===== config.mk =====
export PLATFORM = sky130hd
export DESIGN_NAME = axi_lite_write_fifo_flat
export DESIGN_NICKNAME = d
export VERILOG_FILES = /design/src/rtl/axi_lite_pkg.sv /design/src/rtl/axi_lite_write_fifo_if.sv /design/src/rtl/sync_fifo.sv /design/src/rtl/axi_lite_write_fifo.sv /design/src/flat_wrapper.sv
export SDC_FILE = /design/constraint.sdc
export NUM_CORES = 1
export LEC_CHECK = 0
export ABC_CLOCK_PERIOD_IN_PS = 5900
export CAP_MARGIN = 20
export CELL_PAD_IN_SITES_DETAIL_PLACEMENT = 0
export CELL_PAD_IN_SITES_GLOBAL_PLACEMENT = 1
export CORE_ASPECT_RATIO = 1.1
export CORE_MARGIN = 3
export CORE_UTILIZATION = 44
export DETAILED_ROUTE_END_ITERATION = 7
export MAX_ROUTING_LAYER = met4
export PLACE_DENSITY = 0.8
export SYNTH_ARGS = -nofsm -noshare
export SYNTH_HDL_FRONTEND = slang
export SYNTH_SLANG_ARGS = --single-unit

===== constraint.sdc =====
create_clock -name clk -period 5.9 [get_ports clk]
set_input_delay 1.18 -clock clk [delete_from_list [all_inputs] [get_ports clk]]
set_output_delay 1.18 -clock clk [all_outputs]
set_load 0.005 [all_outputs]

===== src/rtl/axi_lite_pkg.sv =====
// Shared AXI-Lite definitions used by the write FIFO and the read FIFO.
package axi_lite_pkg;

    localparam logic [1:0] RSP_OKAY   = 2'b00;
    localparam logic [1:0] RSP_EXOKAY = 2'b01;
    localparam logic [1:0] RSP_SLVERR = 2'b10;
    localparam logic [1:0] RSP_DECERR = 2'b11;

    typedef enum logic [1:0] {
        WR_IDLE    = 2'd0,
        WR_WAIT_W  = 2'd1,
        WR_WAIT_AW = 2'd2,
        WR_RESP    = 2'd3
    } wr_state_e;

    function automatic logic [1:0] wr_resp_code(input logic pushed);
        return pushed ? RSP_OKAY : RSP_SLVERR;
    endfunction

    function automatic logic rsp_is_error(input logic [1:0] rsp);
        return (rsp == RSP_SLVERR) || (rsp == RSP_DECERR);
    endfunction

    function automatic logic rsp_is_ok(input logic [1:0] rsp);
        return (rsp == RSP_OKAY) || (rsp == RSP_EXOKAY);
    endfunction

endpackage


===== src/rtl/axi_lite_write_fifo_if.sv =====
// AXI-Lite write-channel bundle (AW, W, B) shared by master and slave.
interface axi_lite_write_fifo_if #(
    parameter int unsigned ADDR_WIDTH = 32,
    parameter int unsigned BUS_WIDTH  = 32
);
    logic                     s_axi_awready;
    logic                     s_axi_awvalid;
    logic [ADDR_WIDTH-1:0]    s_axi_awaddr;
    logic                     s_axi_wready;
    logic                     s_axi_wvalid;
    logic [BUS_WIDTH-1:0]     s_axi_wdata;
    logic [BUS_WIDTH/8-1:0]   s_axi_wstrb;
    logic                     s_axi_bready;
    logic                     s_axi_bvalid;
    logic [1:0]               s_axi_bresp;

    modport slave (
        output s_axi_awready,
        input  s_axi_awvalid,
        input  s_axi_awaddr,
        output s_axi_wready,
        input  s_axi_wvalid,
        input  s_axi_wdata,
        input  s_axi_wstrb,
        input  s_axi_bready,
        output s_axi_bvalid,
        output s_axi_bresp
    );

    modport master (
        input  s_axi_awready,
        output s_axi_awvalid,
        output s_axi_awaddr,
        input  s_axi_wready,
        output s_axi_wvalid,
        output s_axi_wdata,
        output s_axi_wstrb,
        output s_axi_bready,
        input  s_axi_bvalid,
        input  s_axi_bresp
    );
endinterface


===== src/rtl/sync_fifo.sv =====
// Single-clock FIFO with a count register; all DEPTH entries are usable.
module sync_fifo #(
    parameter int unsigned WIDTH = 32,
    parameter int unsigned DEPTH = 8
) (
    input  logic             clk,
    input  logic             reset,
    input  logic             push_i,
    input  logic             pop_i,
    output logic             full_o,
    output logic             empty_o,
    input  logic [WIDTH-1:0] din_i,
    output logic [WIDTH-1:0] dout_o
);
    localparam int unsigned PTR_W = $clog2(DEPTH);
    localparam int unsigned CNT_W = PTR_W + 1;
    localparam logic [CNT_W-1:0] DEPTH_C = CNT_W'(DEPTH);

    logic [WIDTH-1:0] mem_q [DEPTH];
    logic [PTR_W-1:0] wr_ptr_q;
    logic [PTR_W-1:0] rd_ptr_q;
    logic [CNT_W-1:0] count_q;
    logic             do_push_s;
    logic             do_pop_s;

    assign full_o    = (count_q == DEPTH_C);
    assign empty_o   = (count_q == {CNT_W{1'b0}});
    assign do_push_s = push_i && !full_o;
    assign do_pop_s  = pop_i && !empty_o;
    assign dout_o    = empty_o ? {WIDTH{1'b0}} : mem_q[rd_ptr_q];

    // Storage array; contents are don't-care while empty, so no reset.
    always_ff @(posedge clk) begin
        if (do_push_s) begin
            mem_q[wr_ptr_q] <= din_i;
        end
    end

    // Pointers wrap naturally because DEPTH is a power of two.
    always_ff @(posedge clk) begin
        if (reset) begin
            wr_ptr_q <= {PTR_W{1'b0}};
            rd_ptr_q <= {PTR_W{1'b0}};
            count_q  <= {CNT_W{1'b0}};
        end else begin
            if (do_push_s) begin
                wr_ptr_q <= wr_ptr_q + {{(PTR_W-1){1'b0}}, 1'b1};
            end
            if (do_pop_s) begin
                rd_ptr_q <= rd_ptr_q + {{(PTR_W-1){1'b0}}, 1'b1};
            end
            case ({do_push_s, do_pop_s})
                2'b10:   count_q <= count_q + {{(CNT_W-1){1'b0}}, 1'b1};
                2'b01:   count_q <= count_q - {{(CNT_W-1){1'b0}}, 1'b1};
                default: count_q <= count_q;
            endcase
        end
    end
endmodule


===== src/rtl/axi_lite_write_fifo.sv =====
// AXI-Lite slave that pushes single-beat writes to one register into a
// FIFO drained through a valid/ready stream.
module axi_lite_write_fifo
    import axi_lite_pkg::*;
#(
    parameter int unsigned            ADDR_WIDTH = 32,
    parameter int unsigned            BUS_WIDTH  = 32,
    parameter int unsigned            DEPTH      = 8,
    parameter logic [ADDR_WIDTH-1:0]  ADDRESS    = {ADDR_WIDTH{1'b0}}
) (
    input  logic                  clk,
    input  logic                  reset,
    axi_lite_write_fifo_if.slave  s_axi,
    output logic                  valid_out,
    input  logic                  ready_out,
    output logic [BUS_WIDTH-1:0]  data_out
);
    localparam int unsigned ADDR_ALIGN = $clog2(BUS_WIDTH / 8);
    localparam logic [ADDR_WIDTH-ADDR_ALIGN-1:0] ADDR_HI = ADDRESS[ADDR_WIDTH-1:ADDR_ALIGN];

    wr_state_e              state_q;
    logic                   awready_q;
    logic                   bvalid_q;
    logic [1:0]             bresp_q;
    logic                   addr_ok_q;
    logic                   strb_ok_q;
    logic [BUS_WIDTH-1:0]   wdata_q;

    logic                   full_s;
    logic                   empty_s;
    logic                   wready_s;
    logic                   aw_hs_s;
    logic                   w_hs_s;
    logic                   addr_match_s;
    logic                   strb_all_s;
    logic                   push_s;
    logic                   pop_s;
    logic [BUS_WIDTH-1:0]   push_data_s;
    logic [1:0]             resp_d;

    assign addr_match_s = (s_axi.s_axi_awaddr[ADDR_WIDTH-1:ADDR_ALIGN] == ADDR_HI);
    assign strb_all_s   = &s_axi.s_axi_wstrb;
    // wready uses the registered count, so a pop only frees W on the next cycle.
    assign wready_s     = ((state_q == WR_IDLE) || (state_q == WR_WAIT_W)) && !full_s;
    assign aw_hs_s      = s_axi.s_axi_awvalid && awready_q;
    assign w_hs_s       = s_axi.s_axi_wvalid && wready_s;
    assign pop_s        = valid_out && ready_out;
    assign resp_d       = wr_resp_code(push_s);

    assign s_axi.s_axi_awready = awready_q;
    assign s_axi.s_axi_wready  = wready_s;
    assign s_axi.s_axi_bvalid  = bvalid_q;
    assign s_axi.s_axi_bresp   = bresp_q;
    assign valid_out           = !empty_s;

    // Push decision on the edge entering RESP, mixing captured and live fields.
    always_comb begin
        push_s      = 1'b0;
        push_data_s = s_axi.s_axi_wdata;
        case (state_q)
            WR_IDLE: begin
                push_s = aw_hs_s && w_hs_s && addr_match_s && strb_all_s;
            end
            WR_WAIT_W: begin
                push_s = w_hs_s && addr_ok_q && strb_all_s;
            end
            WR_WAIT_AW: begin
                push_s      = aw_hs_s && addr_match_s && strb_ok_q;
                push_data_s = wdata_q;
            end
            default: begin
                push_s = 1'b0;
            end
        endcase
    end

    // Write FSM with its capture registers and registered handshake outputs.
    always_ff @(posedge clk) begin
        if (reset) begin
            state_q   <= WR_IDLE;
            awready_q <= 1'b1;
            bvalid_q  <= 1'b0;
            bresp_q   <= RSP_OKAY;
            addr_ok_q <= 1'b0;
            strb_ok_q <= 1'b0;
            wdata_q   <= {BUS_WIDTH{1'b0}};
        end else begin
            if (aw_hs_s) begin
                addr_ok_q <= addr_match_s;
            end
            if (w_hs_s) begin
                wdata_q   <= s_axi.s_axi_wdata;
                strb_ok_q <= strb_all_s;
            end
            case (state_q)
                WR_IDLE: begin
                    if (aw_hs_s && w_hs_s) begin
                        state_q   <= WR_RESP;
                        awready_q <= 1'b0;
                        bvalid_q  <= 1'b1;
                        bresp_q   <= resp_d;
                    end else if (aw_hs_s) begin
                        state_q   <= WR_WAIT_W;
                        awready_q <= 1'b0;
                    end else if (w_hs_s) begin
                        state_q   <= WR_WAIT_AW;
                    end else begin
                        state_q   <= WR_IDLE;
                    end
                end
                WR_WAIT_W: begin
                    if (w_hs_s) begin
                        state_q  <= WR_RESP;
                        bvalid_q <= 1'b1;
                        bresp_q  <= resp_d;
                    end else begin
                        state_q  <= WR_WAIT_W;
                    end
                end
                WR_WAIT_AW: begin
                    if (aw_hs_s) begin
                        state_q   <= WR_RESP;
                        awready_q <= 1'b0;
                        bvalid_q  <= 1'b1;
                        bresp_q   <= resp_d;
                    end else begin
                        state_q   <= WR_WAIT_AW;
                    end
                end
                WR_RESP: begin
                    if (s_axi.s_axi_bready) begin
                        state_q   <= WR_IDLE;
                        awready_q <= 1'b1;
                        bvalid_q  <= 1'b0;
                        bresp_q   <= RSP_OKAY;
                    end else begin
                        state_q   <= WR_RESP;
                    end
                end
                default: begin
                    state_q   <= WR_IDLE;
                    awready_q <= 1'b1;
                    bvalid_q  <= 1'b0;
                    bresp_q   <= RSP_OKAY;
                end
            endcase
        end
    end

    sync_fifo #(
        .WIDTH (BUS_WIDTH),
        .DEPTH (DEPTH)
    ) u_fifo (
        .clk     (clk),
        .reset   (reset),
        .push_i  (push_s),
        .pop_i   (pop_s),
        .full_o  (full_s),
        .empty_o (empty_s),
        .din_i   (push_data_s),
        .dout_o  (data_out)
    );
endmodule


===== src/flat_wrapper.sv =====
// flat-port wrapper written by rule: the top's interface ports become plain ports
module axi_lite_write_fifo_flat import axi_lite_pkg::*;
#(
    parameter int unsigned            ADDR_WIDTH = 32,
    parameter int unsigned            BUS_WIDTH  = 32,
    parameter int unsigned            DEPTH      = 8,
    parameter logic [ADDR_WIDTH-1:0]  ADDRESS    = {ADDR_WIDTH{1'b0}}
)
  (clk, reset, valid_out, ready_out, data_out, s_axi_s_axi_awready, s_axi_s_axi_awvalid, s_axi_s_axi_awaddr, s_axi_s_axi_wready, s_axi_s_axi_wvalid, s_axi_s_axi_wdata, s_axi_s_axi_wstrb, s_axi_s_axi_bready, s_axi_s_axi_bvalid, s_axi_s_axi_bresp);
  axi_lite_write_fifo_if #(.ADDR_WIDTH(ADDR_WIDTH), .BUS_WIDTH(BUS_WIDTH)) s_axi_i ();
  input  logic clk;
  input  logic reset;
  output logic valid_out;
  input  logic ready_out;
  output logic [BUS_WIDTH-1:0] data_out;
  output wire logic [$bits(s_axi_i.s_axi_awready)-1:0] s_axi_s_axi_awready;
  input wire logic [$bits(s_axi_i.s_axi_awvalid)-1:0] s_axi_s_axi_awvalid;
  input wire logic [$bits(s_axi_i.s_axi_awaddr)-1:0] s_axi_s_axi_awaddr;
  output wire logic [$bits(s_axi_i.s_axi_wready)-1:0] s_axi_s_axi_wready;
  input wire logic [$bits(s_axi_i.s_axi_wvalid)-1:0] s_axi_s_axi_wvalid;
  input wire logic [$bits(s_axi_i.s_axi_wdata)-1:0] s_axi_s_axi_wdata;
  input wire logic [$bits(s_axi_i.s_axi_wstrb)-1:0] s_axi_s_axi_wstrb;
  input wire logic [$bits(s_axi_i.s_axi_bready)-1:0] s_axi_s_axi_bready;
  output wire logic [$bits(s_axi_i.s_axi_bvalid)-1:0] s_axi_s_axi_bvalid;
  output wire logic [$bits(s_axi_i.s_axi_bresp)-1:0] s_axi_s_axi_bresp;
  assign s_axi_s_axi_awready = s_axi_i.s_axi_awready;
  assign s_axi_i.s_axi_awvalid = s_axi_s_axi_awvalid;
  assign s_axi_i.s_axi_awaddr = s_axi_s_axi_awaddr;
  assign s_axi_s_axi_wready = s_axi_i.s_axi_wready;
  assign s_axi_i.s_axi_wvalid = s_axi_s_axi_wvalid;
  assign s_axi_i.s_axi_wdata = s_axi_s_axi_wdata;
  assign s_axi_i.s_axi_wstrb = s_axi_s_axi_wstrb;
  assign s_axi_i.s_axi_bready = s_axi_s_axi_bready;
  assign s_axi_s_axi_bvalid = s_axi_i.s_axi_bvalid;
  assign s_axi_s_axi_bresp = s_axi_i.s_axi_bresp;
  axi_lite_write_fifo #(.ADDR_WIDTH(ADDR_WIDTH), .BUS_WIDTH(BUS_WIDTH), .DEPTH(DEPTH), .ADDRESS(ADDRESS)) u_core (.clk(clk), .reset(reset), .s_axi(s_axi_i), .valid_out(valid_out), .ready_out(ready_out), .data_out(data_out));
endmodule

======== Word-level counts from Yosys, hierarchy flattened ========
Memories as Yosys holds them, arrays and structs flattened. A register that Yosys moved wholly into a read port is not among the register bits.
Index checks and enable logic that the tools add are counted.
operators by class
  add/sub/neg operators ................... 4
  multipliers ............................. 0
  divide/modulo/power cells ............... 0
  order comparisons ....................... 0
  equal/unequal tests ..................... 10
  shift-type cells ........................ 0
  muxes and demuxes ....................... 30
  bitwise operators ....................... 0
  reductions and logical operators ........ 24
operators with widths
  cell                                                    number
  2-to-1 mux 32 bit                                       2
  zero test 30 bit                                        1
  2-to-1 mux 2 bit                                        10
  case mux 2 bit (4 select lines)                         2
  logical AND 1 bit                                       13
  2-to-1 mux 1 bit                                        10
  case mux 4 bit (2 select lines)                         1
  AND reduction 4 bit                                     2
  adder 3 x 1 -> 3 bit (second input constant)            2
  equality test 2 bit (second input constant)             3
  2-to-1 mux 3 bit                                        2
  case mux 1 bit (3 select lines)                         2
  adder 4 x 1 -> 4 bit (second input constant)            1
  equality test 2 x 1 -> 1 bit (second input constant)    2
  equality test 4 bit (second input constant)             1
  zero test 4 bit                                         1
  inequality test 2 x 1 -> 1 bit (second input constant)  2
  inequality test 2 bit (second input constant)           2
  case mux 1 bit (4 select lines)                         1
  subtractor 4 x 1 -> 4 bit (second input constant)       1
  nonzero test 3 bit                                      1
  zero test 1 bit                                         2
  zero test 2 bit                                         1
  AND reduction 2 bit                                     1
  2 further kinds                                         2
storage, ports and cells
  register bits after elaboration ......... 50
  bits in latches ......................... 0
  RAM bits ................................ 256
  ROM bits ................................ 0
  input port bits ......................... 74
  output and inout port bits .............. 38
  logic and storage cells ................. 79
  memories kept ........................... 1
memory list
  memory               words  bits a word  rd ports  clocked after Yosys merged registers in  write ports  RTL line         RTL
  u_core.u_fifo.mem_q  8      32           1         1                                        1            sync_fifo.sv:19  logic [WIDTH-1:0] mem_q [DEPTH];

======== Logic depth before layout (Yosys ltp) ========
  word-level depth ........................ 11
  mapped depth ............................ 12
  gate-level depth less buffers ........... 11

======== By module ========
Synthesis repeated with hierarchy kept, for this count alone.
unflattened totals
  cell total of the unflattened synthesis .. 707
  area total of the unflattened synthesis .. 12,329.3 um^2
by module, submodules not included
  module               instances  cells an instance  area an instance (um^2)
  sync_fifo            1          479                10,418.7
  axi_lite_write_fifo  1          228                1,910.6

======== Least setup slack after synthesis ========
No wires, ideal clock.
  kind .................................... in2reg
  start point ............................. input s_axi_s_axi_wvalid
  end point ............................... memory u_core.u_fifo.mem_q[0][0], enable pin
  data arrival time ....................... 5,400 ps
  required time ........................... 5,399 ps
  path slack .............................. -2 ps
  stages on the path ...................... 5
  buffers on the path ..................... 0
  path through ............................ nand2b_1 > or4_4 > a211oi_4 > o21ai_4 > nor4_1
on the way
  longest elaborated chain between the ends .. 8
  elaborated cells on any way between the ends .. 10
  those cells by class .................... mux: 3; reduce/logical: 7
ends and longest elaborated chain
  element                                   RTL line                   RTL
  start, declared                           flat_wrapper.sv:20         input wire logic [$bits(s_axi_i.s_axi_wvalid)-1:0] s_axi_s_axi_wvalid;
  logical AND 1 bit *                       axi_lite_write_fifo.sv:46  assign w_hs_s = s_axi.s_axi_wvalid && wready_s;
  logical AND 1 bit (3 in a row)            axi_lite_write_fifo.sv:62  push_s = aw_hs_s && w_hs_s && addr_match_s && strb_all_s;
  case mux 1 bit (3 select lines) *         axi_lite_write_fifo.sv:60  case (state_q)
  logical AND 1 bit *                       sync_fifo.sv:28            assign do_push_s = push_i && !full_o;
  2-to-1 mux 1 bit *                        sync_fifo.sv:34            if (do_push_s) begin
  2-to-1 mux 1 bit (implied by the code) *  sync_fifo.sv:35            mem_q[wr_ptr_q] <= din_i;
  end, declared                             sync_fifo.sv:19
Mark *: on every way between the ends. The rest lies on a longest branch, timed or not.

==> qor.csv <==
metric,value,unit
fin_worst_skew,0.009986,ns
met3_usage,0.02304,
worst_hold_check_path_type,flip-flop to flip-flop,
outcome,finished clean,
total_power,4270,uW
placeableCoreArea,27270,sq um
final_min_period_over_clock_period,0.7213,
crit_path_end_kind,output port,
grt.met2_usage,0.2930,
ratio_of_total_power_to_cell_area,289.2,nW/um^2
finalWorstSetupSlack,1.644,ns
critPathMaxFanout,26,
cts.sinks,308,
critical_path_class,flip-flop to output port,
max_slew.worst_pin.slew,1.113,ns
detailed_place_hpwl,14.54,mm
io_buffer_count,108,
drt_drc_violations_left,0,
met1_grt_util,0.2287,
die_footprint,30010,sq um
root_buffer,clkbuf_16,
total_of_max_cap_violations,0,
crit_path_start_kind,flip-flop,
post_cts_hold_buffer_count,0,
tritoncts.num_buffers,28,
cts_tree,yes,
share_of_the_yosys_chip_area_belonging_to_registers,0.7094,
die_x,165.4,um
std_cell_rows,63,
areaGrowthSynthToFinish,20.00,%
synth.distinct_cells,41,
dr_total_vias,6630,
timing.final.crit_period,4.256,ns
synth_ff_type,edfxtp_1,
htree_levels,1,
via_count_of_the_first_global_routing_pass,6928,
ir_drop,204.5,uV
max_slew_headroom,0.2583,
detailed_routing_iteration_count_for_the_pre_antenna_repair_pass,5,
cts-resized-gates,0,
final.setup.tns,0,ns
grt_setup_unrepaired,false,
path_clk_slew,0.06,ns
initial_core_util,0.4511,
insertion_delay,0.53,ns
wire_length_of_the_first_global_routing_pass,38.97,mm
vias_per_cell,5.448,
yosysWarningCount,0,
dp_slack,1.474,ns
num_io_pins,112,
worst-endpoint-required,4.72,ns
cts_setup_buffers,0,
wl_per_cell,20.21,um
drt_wl_total,24.60,mm
grt_usage,0.1735,
synth_area,12300,sq um
drive_gt1_frac,0.2058,
critPathArrivalTime,3.08,ns
fp.dieH,181.4,um
gp_routability_congestion,0.7053,
n_diodes,0,
mappedNetlistNets,797,
grt_start_max_net_pins,51,
detailedRoute.firstIterationViolations,496,
antenna_found_initial,0,
grt-ovfl-total,0,
cts_buffer_depth,3,
async_flop_share,0,
synth.avg_cell_area,17.14,sq um
synth_edf_count,256,
global_route_hottest_layer,met2,
timing.final.hold_violations,0,
hold_ws,0.4517,ns
flip_flop_and_latch_count_after_synthesis,308,
detail-route-antenna-nets,0,
final-setup-viol-count,0,
report.final.slew_viol_count,0,
finish.utilization,0.5414,
max_freq,0.2350,GHz
synth_cells,718,
total_leakage_power,0.004583,uW
nets,918,
[final cells by class]
type	count	area (sq um)
flip-flops and latches	308	8735
repair buffers	131	1249
well taps	357	446.7
inverters	5	18.77
fillers	2163	12510
clock buffers	41	800.8
clock inverters	10	47.55
multi-input cells	365	3468
[synth_stat cells, types with 2 or more instances]
cell | count | area (sq um)
a211oi_1 | 2 | 15.01
a21oi_1 | 41 | 205.2
and3_1 | 2 | 12.51
buf_1 | 5 | 18.77
buf_2 | 7 | 35.03
clkbuf_1 | 27 | 101.4
dfxtp_1 | 52 | 1041
edfxtp_1 | 256 | 7687
ha_1 | 5 | 62.56
inv_1 | 5 | 18.77
mux2_2 | 32 | 360.4
mux2i_1 | 34 | 340.3
mux4_2 | 64 | 1441
nand2_1 | 82 | 307.8
nand4_1 | 4 | 25.02
nor2_1 | 44 | 165.2
nor2b_1 | 2 | 12.51
nor3_1 | 7 | 35.03
nor4_1 | 10 | 62.56
nor4b_2 | 4 | 60.06
nor4bb_1 | 3 | 30.03
o21a_1 | 3 | 22.52
o21ai_0 | 3 | 15.01
o311ai_0 | 2 | 17.52
or3_1 | 2 | 12.51
or4b_2 | 2 | 20.02
xor2_1 | 4 | 35.03
[where the power goes]
part           switching [uW]  internal (uW)  total (uW)
Combinational             106           87.3         194
Sequential               13.6           2400        2410
Clock                     732            936        1670
Total                     852           3420        4270
[state kept, by name (all words and copies together), names as in the netlist, 2 cells and up, named ones only]
name and cells:
u_core.state_q 2, u_core.u_fifo.count_q 4, u_core.u_fifo.mem_q 256, u_core.u_fifo.rd_ptr_q 3, u_core.u_fifo.wr_ptr_q 3, u_core.wdata_q 32
[metrics by stage]
stage	area, sq um	instances
finish	14770	1217
global placement	13920	1166
global route	14770	1217
CTS	14770	1217
detailed placement	13920	1166
floorplan	12300	718
[critical path, cell delays in order, from the launching register on]
cell,delay [ns]
dfxtp_4,0.67
buf_4,0.54
mux4_2,0.58
mux2i_1,0.21
nor2_1,0.07
clkdlybuf4s50_1,0.46
[cells by family (layout without fill, tap and decap cells)]
| logic type | Yosys count | after routing | share of synthesized area |
|---|---|---|---|
| buffers and inverters | 45 | 187 | 0.01475 |
| other | 1 | 1 | 0.0003048 |
| AOI/OAI and AO/OA | 55 | 55 | 0.02664 |
| xor gates and xnor gates | 5 | 5 | 0.003559 |
| DFF | 308 | 308 | 0.7094 |
| adders and majority gates | 5 | 5 | 0.005084 |
| muxes | 130 | 130 | 0.1741 |
| and+or+nand+nor | 169 | 169 | 0.06620 |
[layer usage]
metal / share of wire / up-vias
met2: 0.51 / 180
met5: 0 / -
met4: 0.014 / 0
li1: - / 3042
met3: 0.054 / 27
met1: 0.42 / 3381
[path summary, 6_finish.rpt]
path,end,slack (ns),start,depth (start not counted)
setup / recovery,data_out[3],1.64,flip-flop,5
hold reg to reg,u_core.wdata_q[24]$_SDFFE_PP0N_,0.45,u_core.wdata_q[24]$_SDFFE_PP0N_,2
setup reg to reg,u_core.u_fifo.count_q[2]$_SDFFE_PP0P_,2.53,u_core.u_fifo.count_q[1]$_SDFFE_PP0P_,11
hold / removal,u_core.wdata_q[24]$_SDFFE_PP0N_,0.45,u_core.wdata_q[24]$_SDFFE_PP0N_,2
[placed cells by master (no fill, tap or decap), types with 4 or more instances in the layout]
cell type and n:
a21oi_1 41, buf_4 23, clkbuf_1 9, clkbuf_16 29, clkdlybuf4s50_1 107, clkinv_1 7, dfxtp_1 49, edfxtp_1 256
ha_1 5, inv_1 5, mux2_2 32, mux2i_1 34, mux4_2 64, nand2_1 82, nand4_1 4, nor2_1 43
nor3_1 5, nor4_1 7, nor4b_4 5, xor2_1 4
No activity file was read; power rests on OpenSTA's default activity.
